[src/rtl/uncached_axi_bridge.sv]
// Uncached data-port bridge: turns one translated CPU load/store into a
// single-beat AXI4 read or write, one access outstanding at a time.
//
// state   | meaning
// --------+-----------------------------------------------------------
// IDLE    | waiting for a CPU request
// RD_ADDR | presenting the read address until arready
// RD_DATA | waiting for the read beat, captured into rdata_o
// WR_REQ  | presenting AW and W, each dropped after its own handshake
// WR_RESP | waiting for the write response
module uncached_axi_bridge #(
   parameter logic [3:0] AXI_ID = 4'h1
) (
   input  logic        clk,
   input  logic        rst,
   input  logic        req_i,
   input  logic        we_i,
   input  logic [3:0]  sel_i,
   input  logic [31:0] addr_i,
   input  logic [31:0] wdata_i,
   output logic        ack_o,
   output logic [31:0] rdata_o,
   output logic        busy_o,
   output logic [3:0]  arid_o,
   output logic [31:0] araddr_o,
   output logic [2:0]  arsize_o,
   output logic        arvalid_o,
   input  logic        arready_i,
   input  logic [31:0] rdata_i,
   input  logic [1:0]  rresp_i,
   input  logic        rlast_i,
   input  logic        rvalid_i,
   output logic        rready_o,
   output logic [3:0]  awid_o,
   output logic [31:0] awaddr_o,
   output logic [2:0]  awsize_o,
   output logic        awvalid_o,
   input  logic        awready_i,
   output logic [31:0] wdata_o,
   output logic [3:0]  wstrb_o,
   output logic        wlast_o,
   output logic        wvalid_o,
   input  logic        wready_i,
   input  logic [1:0]  bresp_i,
   input  logic        bvalid_i,
   output logic        bready_o
);

   typedef enum logic [2:0] {IDLE, RD_ADDR, RD_DATA, WR_REQ, WR_RESP} state_t;

   state_t      state, state_nxt;
   logic [31:0] addr_q;
   logic [31:0] wdata_q;
   logic [3:0]  sel_q;
   logic        we_q;
   logic        aw_done, w_done;
   logic [2:0]  size;
   logic        accept;
   logic        aw_hs, w_hs;

   // Responses and the registered direction are not needed for completion;
   // errors are not reported back to the CPU on this path.
   logic unused_inputs;
   assign unused_inputs = ^{rresp_i, rlast_i, bresp_i, we_q};

   assign accept = (state == IDLE) && req_i && !ack_o;
   assign aw_hs  = awvalid_o && awready_i;
   assign w_hs   = wvalid_o && wready_i;

   assign busy_o   = (state != IDLE);
   assign arid_o   = AXI_ID;
   assign awid_o   = AXI_ID;
   assign araddr_o = addr_q;
   assign awaddr_o = addr_q;
   assign arsize_o = size;
   assign awsize_o = size;
   assign wdata_o  = wdata_q;
   assign wstrb_o  = sel_q;
   assign wlast_o  = wvalid_o;

   // Transfer size from the byte enables: single byte, aligned halfword, else word.
   always_comb begin
      size = 3'd2;
      case (sel_q)
         4'b0001, 4'b0010, 4'b0100, 4'b1000: size = 3'd0;
         4'b0011, 4'b1100:                   size = 3'd1;
         default:                            size = 3'd2;
      endcase
   end

   // State register.
   always_ff @(posedge clk or posedge rst) begin
      if (rst) state <= IDLE;
      else     state <= state_nxt;
   end

   // Next state and AXI valid/ready outputs.
   always_comb begin
      state_nxt = state;
      arvalid_o = 1'b0;
      rready_o  = 1'b0;
      awvalid_o = 1'b0;
      wvalid_o  = 1'b0;
      bready_o  = 1'b0;
      case (state)
         IDLE: begin
            if (accept) state_nxt = we_i ? WR_REQ : RD_ADDR;
         end
         RD_ADDR: begin
            arvalid_o = 1'b1;
            if (arready_i) state_nxt = RD_DATA;
         end
         RD_DATA: begin
            rready_o = 1'b1;
            if (rvalid_i) state_nxt = IDLE;
         end
         WR_REQ: begin
            awvalid_o = !aw_done;
            wvalid_o  = !w_done;
            if ((aw_done || aw_hs) && (w_done || w_hs)) state_nxt = WR_RESP;
         end
         WR_RESP: begin
            bready_o = 1'b1;
            if (bvalid_i) state_nxt = IDLE;
         end
         default: state_nxt = IDLE;
      endcase
   end

   // Request capture and per-channel write handshake tracking.
   always_ff @(posedge clk or posedge rst) begin
      if (rst) begin
         addr_q  <= '0;
         wdata_q <= '0;
         sel_q   <= '0;
         we_q    <= 1'b0;
         aw_done <= 1'b0;
         w_done  <= 1'b0;
      end else if (accept) begin
         addr_q  <= addr_i;
         wdata_q <= wdata_i;
         sel_q   <= sel_i;
         we_q    <= we_i;
         aw_done <= 1'b0;
         w_done  <= 1'b0;
      end else if (state == WR_REQ) begin
         if (aw_hs) aw_done <= 1'b1;
         if (w_hs)  w_done  <= 1'b1;
      end
   end

   // Completion pulse and load data; stores leave rdata_o untouched.
   always_ff @(posedge clk or posedge rst) begin
      if (rst) begin
         ack_o   <= 1'b0;
         rdata_o <= '0;
      end else begin
         ack_o <= ((state == RD_DATA) && rvalid_i) || ((state == WR_RESP) && bvalid_i);
         if ((state == RD_DATA) && rvalid_i) rdata_o <= rdata_i;
      end
   end

endmodule

[config.mk]
export PLATFORM = sky130hd
export DESIGN_NAME = uncached_axi_bridge
export DESIGN_NICKNAME = d
export VERILOG_FILES = /design/src/rtl/uncached_axi_bridge.sv
export SDC_FILE = /design/constraint.sdc
export NUM_CORES = 1
export LEC_CHECK = 0
export BUFFER_PORTS_ARGS = -buffer_cell sky130_fd_sc_hd__buf_2
export CORE_ASPECT_RATIO = 1.4
export CORE_MARGIN = 2
export CORE_UTILIZATION = 25
export CTS_BUF_LIST = sky130_fd_sc_hd__clkbuf_16
export CTS_CLUSTER_DIAMETER = 100
export DETAILED_ROUTE_END_ITERATION = 8
export MAX_ROUTING_LAYER = met4
export SETUP_SLACK_MARGIN = 0.5
export SYNTH_ARGS = -nofsm -noshare
export SYNTH_HDL_FRONTEND = slang
export SYNTH_SLANG_ARGS = --single-unit
[constraint.sdc]
create_clock -name clk -period 4 [get_ports clk]
set_input_delay 0.6 -clock clk [delete_from_list [all_inputs] [get_ports clk]]
set_output_delay 0.6 -clock clk [all_outputs]
set_load 0.05 [all_outputs]
# Word-level counts from Yosys, hierarchy flattened
# Index checks and enable logic that the tools add are counted.
# totals
register_bits,106
out_inout_bits,154
word_cells,65
# classes
eq_ne,15
mux,19
n_reduce_logical,23
# op_table
cell,n
$mux 3,5
$pmux 3 s5,1
$mux 1,11
$ne 2x2->1 const B,5
$eq 4x2->1 const B,2
$eq 4x4->1 const B,2
$logic_and 1x1->1,7
$eq 3x2->1 const B,2
$reduce_bool 2->1,3
$reduce_and 5->1,1
$eq 4x1->1 const B,1
$eq 4x3->1 const B,1
$pmux 2 s2,1
$reduce_and 2->1,2
$reduce_or 4->1,1
$eq 3x1->1 const B,1
$eq 3x3->1 const B,1
$logic_not 1->1,3
$logic_not 3->1,1
$logic_or 1x1->1,3
$reduce_bool 3->1,1
$mux 2,1
$reduce_or 2->1,1

# Logic depth before layout (Yosys ltp)
# logic_depth
ltp_word,7
depth_mapped,6

# Worst setup path after synthesis
# Ideal clock, no wire load.
# synth_path
path_type,register to register
startpoint,reg state[1]
endpoint,reg rdata_o[11]
setup_ns,0.125
t_arrival_ns,2.624
setup_slack_ns,1.251
stages_incl_launch_ff,7
path_cell_list,dfrtp_1 buf_2 nor3b_1 and2_1 buf_2 buf_2 mux2_2
# synth_via
elab_chain_cells,2
# synth_rtl
item,line_no,rtl
start: declaration,51,"state_t state, state_nxt;"
start signal: assignment,94,else state <= state_nxt;
$eq 3x2->1,159,if ((state == RD_DATA) && rvalid_i) rdata_o <= rdata_i;
$logic_and 1x1->1,159,
end signal: assignment,159,
end: declaration,22,"output logic [31:0] rdata_o,"
# Every way passes these cells.
# A chain may end at the register's enable or synchronous reset.

# Worst setup path in the final report
# layout_path
startpoint,reg state[2]
endpoint,reg wdata_q[7] (netlist: wdata_o[7])
# layout_via
elab_chain_cells,3
# layout_rtl
item,line_no,rtl
$logic_not 3->1,66,assign accept = (state == IDLE) && req_i && !ack_o;
$logic_and 1x1->1 (2 in a row),66,
end signal: assignment,141,wdata_q <= wdata_i;
end: declaration,53,logic [31:0] wdata_q;
# Every way passes these cells.

==> reports/metrics.cfg <==
[yosys]
synth_area_per_cell_um2=15.48
synth-compound-area-share_pct=1.480
synth_top_family_by_area=multiplexers
async_flop_share_pct=100.0
yosysSeqAreaShare_pct=56.01
synth_warnings=0
netlist_area_mm2=0.004736
postSynthCellCount=306
ys.flop_type=dfrtp_1
synthAdderAreaFrac_pct=0
synth-seq-cells=106
synth_mux_area_share_pct=29.17
synth-xor-area-share_pct=0.1849
yosysUniqueCellTypes=29
synth_edf_count=0
synthSimpleGateAreaFrac_pct=3.118

[floorplan]
initial_core_util_pct=25.46
row_count=59
die-area_mm2=0.02008
die_w_um=120.3
dieHeight_um=166.9
core_area_mm2=0.01860
io_pins=268

[cts]
htreeDepth=3
clkTransAtPathRegs_ps=70
cts_setup_buffers=0
cts_tree=built
cts_root_buf=clkbuf_16
cts_resized=0
clk_path_buf_depth=2
clkLatencyLatePin_ps=350
clkSinkCount=106
hold_buffers=0
cts_buffers=9

[global_routing]
grt_start_max_net_pins=81
grt_pass1_wl_mm=16.76
use_met2_pct=18.63
grt_use_total_pct=10.85
antenna_found_initial=0
use_met1_pct=12.05
overflow=0
grt_pass1_vias=3227
use_met3_pct=2.705
top_usage_layer=met2

[placement]
dp_hpwl_mm=7.736
port_buffers=252
routabilityCongestion=0.7368

[timing]
setup_viol=0
rsz0062_at_grt=false
finalCritPeriodShare_pct=64.27
slew_viol_final=0
final_hold_viol_count=0
finClkSkew_ps=7.198
setup-tns-final_ps=0
max_freq_mhz=389.0
max_slew_margin_pct=32.67
finalCriticalPeriod_ps=2571
tightest_slew_ps=1010

[finish]
final_nets=634
mostFrequentLayoutCells=252 x buf_2, 106 x dfrtp_1, 68 x mux2_4, 32 x mux2_2, 10 x conb_1
areaGrowthSynthToFinish_pct=30.41
layout_commonest_cell=buf_2
diodes=0
drive_gt1_share_pct=71.18

[drt]
wl_per_cell_um=13.65
drt_iter0_drc=95
firstDrtPassIters=4
finalWirelength_mm=10.48
ant_nets=0
vias=3121
drc=0
vias_per_cell=4.064

[setup_path]
r2r-start=state[2]
crit_path_end_kind=flip-flop
crit_path_max_fanout=40
crit_type=flip-flop to flip-flop
critPathCapture=wdata_o[7]
rr_endpoint=wdata_o[7]
crit_required_ps=4230
reg2reg_slack_ps=1430
cp.arrival_ps=2800
worstSetupStartpoint=state[2]
worstSetupStartpointType=flip-flop
rr_worst_depth=4

[job]
drv_cap=0

[status]
status=finished clean

[hold_path]
hp-class=input pin to async pin

-- flip-flops by register name (all words and copies together), names as in the netlist --
name	flops
wstrb_o	4
ack_o	1
state	3
araddr_o	32
wdata_o	32
w_done	1
rdata_o	32
aw_done	1
-- layer usage --
metal / up-vias / share of wire [%]
met1: 1539 / 37
met5: - / 0
met2: 146 / 54
li1: 1421 / -
met4: 0 / 2.0
met3: 15 / 6.4
-- critical path, stage by stage (launching register included) --
cell and delay (ps):
dfrtp_1 500, or3_1 440, or3b_4 680, buf_4 430, mux2_4 360
-- metrics by stage --
stage,instance area [µm²],hold WS [ps],cells,util [%],setup slack (ps)
3_3_place_gp,5899,487.4,753,31.71,1402
6_report,6176,442.7,768,33.20,1429
3_5_place_dp,5899,489.3,753,31.71,1350
5_1_grt,6176,453.2,768,33.20,1344
4_1_cts,6176,453.8,768,33.20,1418
2_1_floorplan,4766,485.2,314,-,611.1
-- cell type report --
class | instances | area, µm²
clock buffers | 9 | 225.2
clock inverters | 6 | 51.30
fillers | 1916 | 12430
inverters | 2 | 10.01
multi-input cells | 146 | 1648
flip-flops and latches | 106 | 2653
well taps | 244 | 305.3
repair buffers | 255 | 1284
-- logic make-up after synthesis --
group	Yosys count
XOR/XNOR	1
other	2
AND/OR/NAND/NOR	25
AO/OA/AOI/OAI	10
flip-flops	106
buffers and inverters	62
multiplexers	100
-- synthesized netlist by cell type (2+ instances only) --
| cell type | n | area share, % |
|---|---|---|
| a21oi_1 | 2 | 0.21 |
| nor3b_1 | 4 | 0.63 |
| nand2_1 | 2 | 0.16 |
| dfrtp_1 | 106 | 56 |
| mux2_4 | 68 | 22 |
| nor4b_1 | 2 | 0.37 |
| mux2_2 | 32 | 7.6 |
| clkbuf_1 | 2 | 0.16 |
| inv_1 | 2 | 0.16 |
| nand3_1 | 2 | 0.21 |
| buf_4 | 45 | 7.1 |
| nor2_1 | 8 | 0.63 |
| o22a_1 | 2 | 0.37 |
| o21ai_0 | 2 | 0.21 |
| buf_6 | 8 | 1.9 |
| buf_2 | 5 | 0.53 |
| conb_1 | 2 | 0.16 |
-- how the worst min path moves through the flow --
| stage | startpoint | end | slack (ps) | cells past startpoint |
|---|---|---|---|---|
| after floorplan | aw_done | aw_done | 490 | 2 |
| after global placement | rdata_o[12] | rdata_o[12] | 490 | 1 |
| after detailed placement | wdata_o[3] | wdata_o[3] | 490 | 1 |
| after CTS | wdata_i[15] | wdata_o[15] | 450 | 2 |
| after global routing | wdata_i[22] | wdata_o[22] | 450 | 2 |
| final | rst | rdata_o[29] | 440 | 2 |
Power is not shown: default switching activity piles up to over one toggle a cycle in this logic, so the estimate is an artifact.
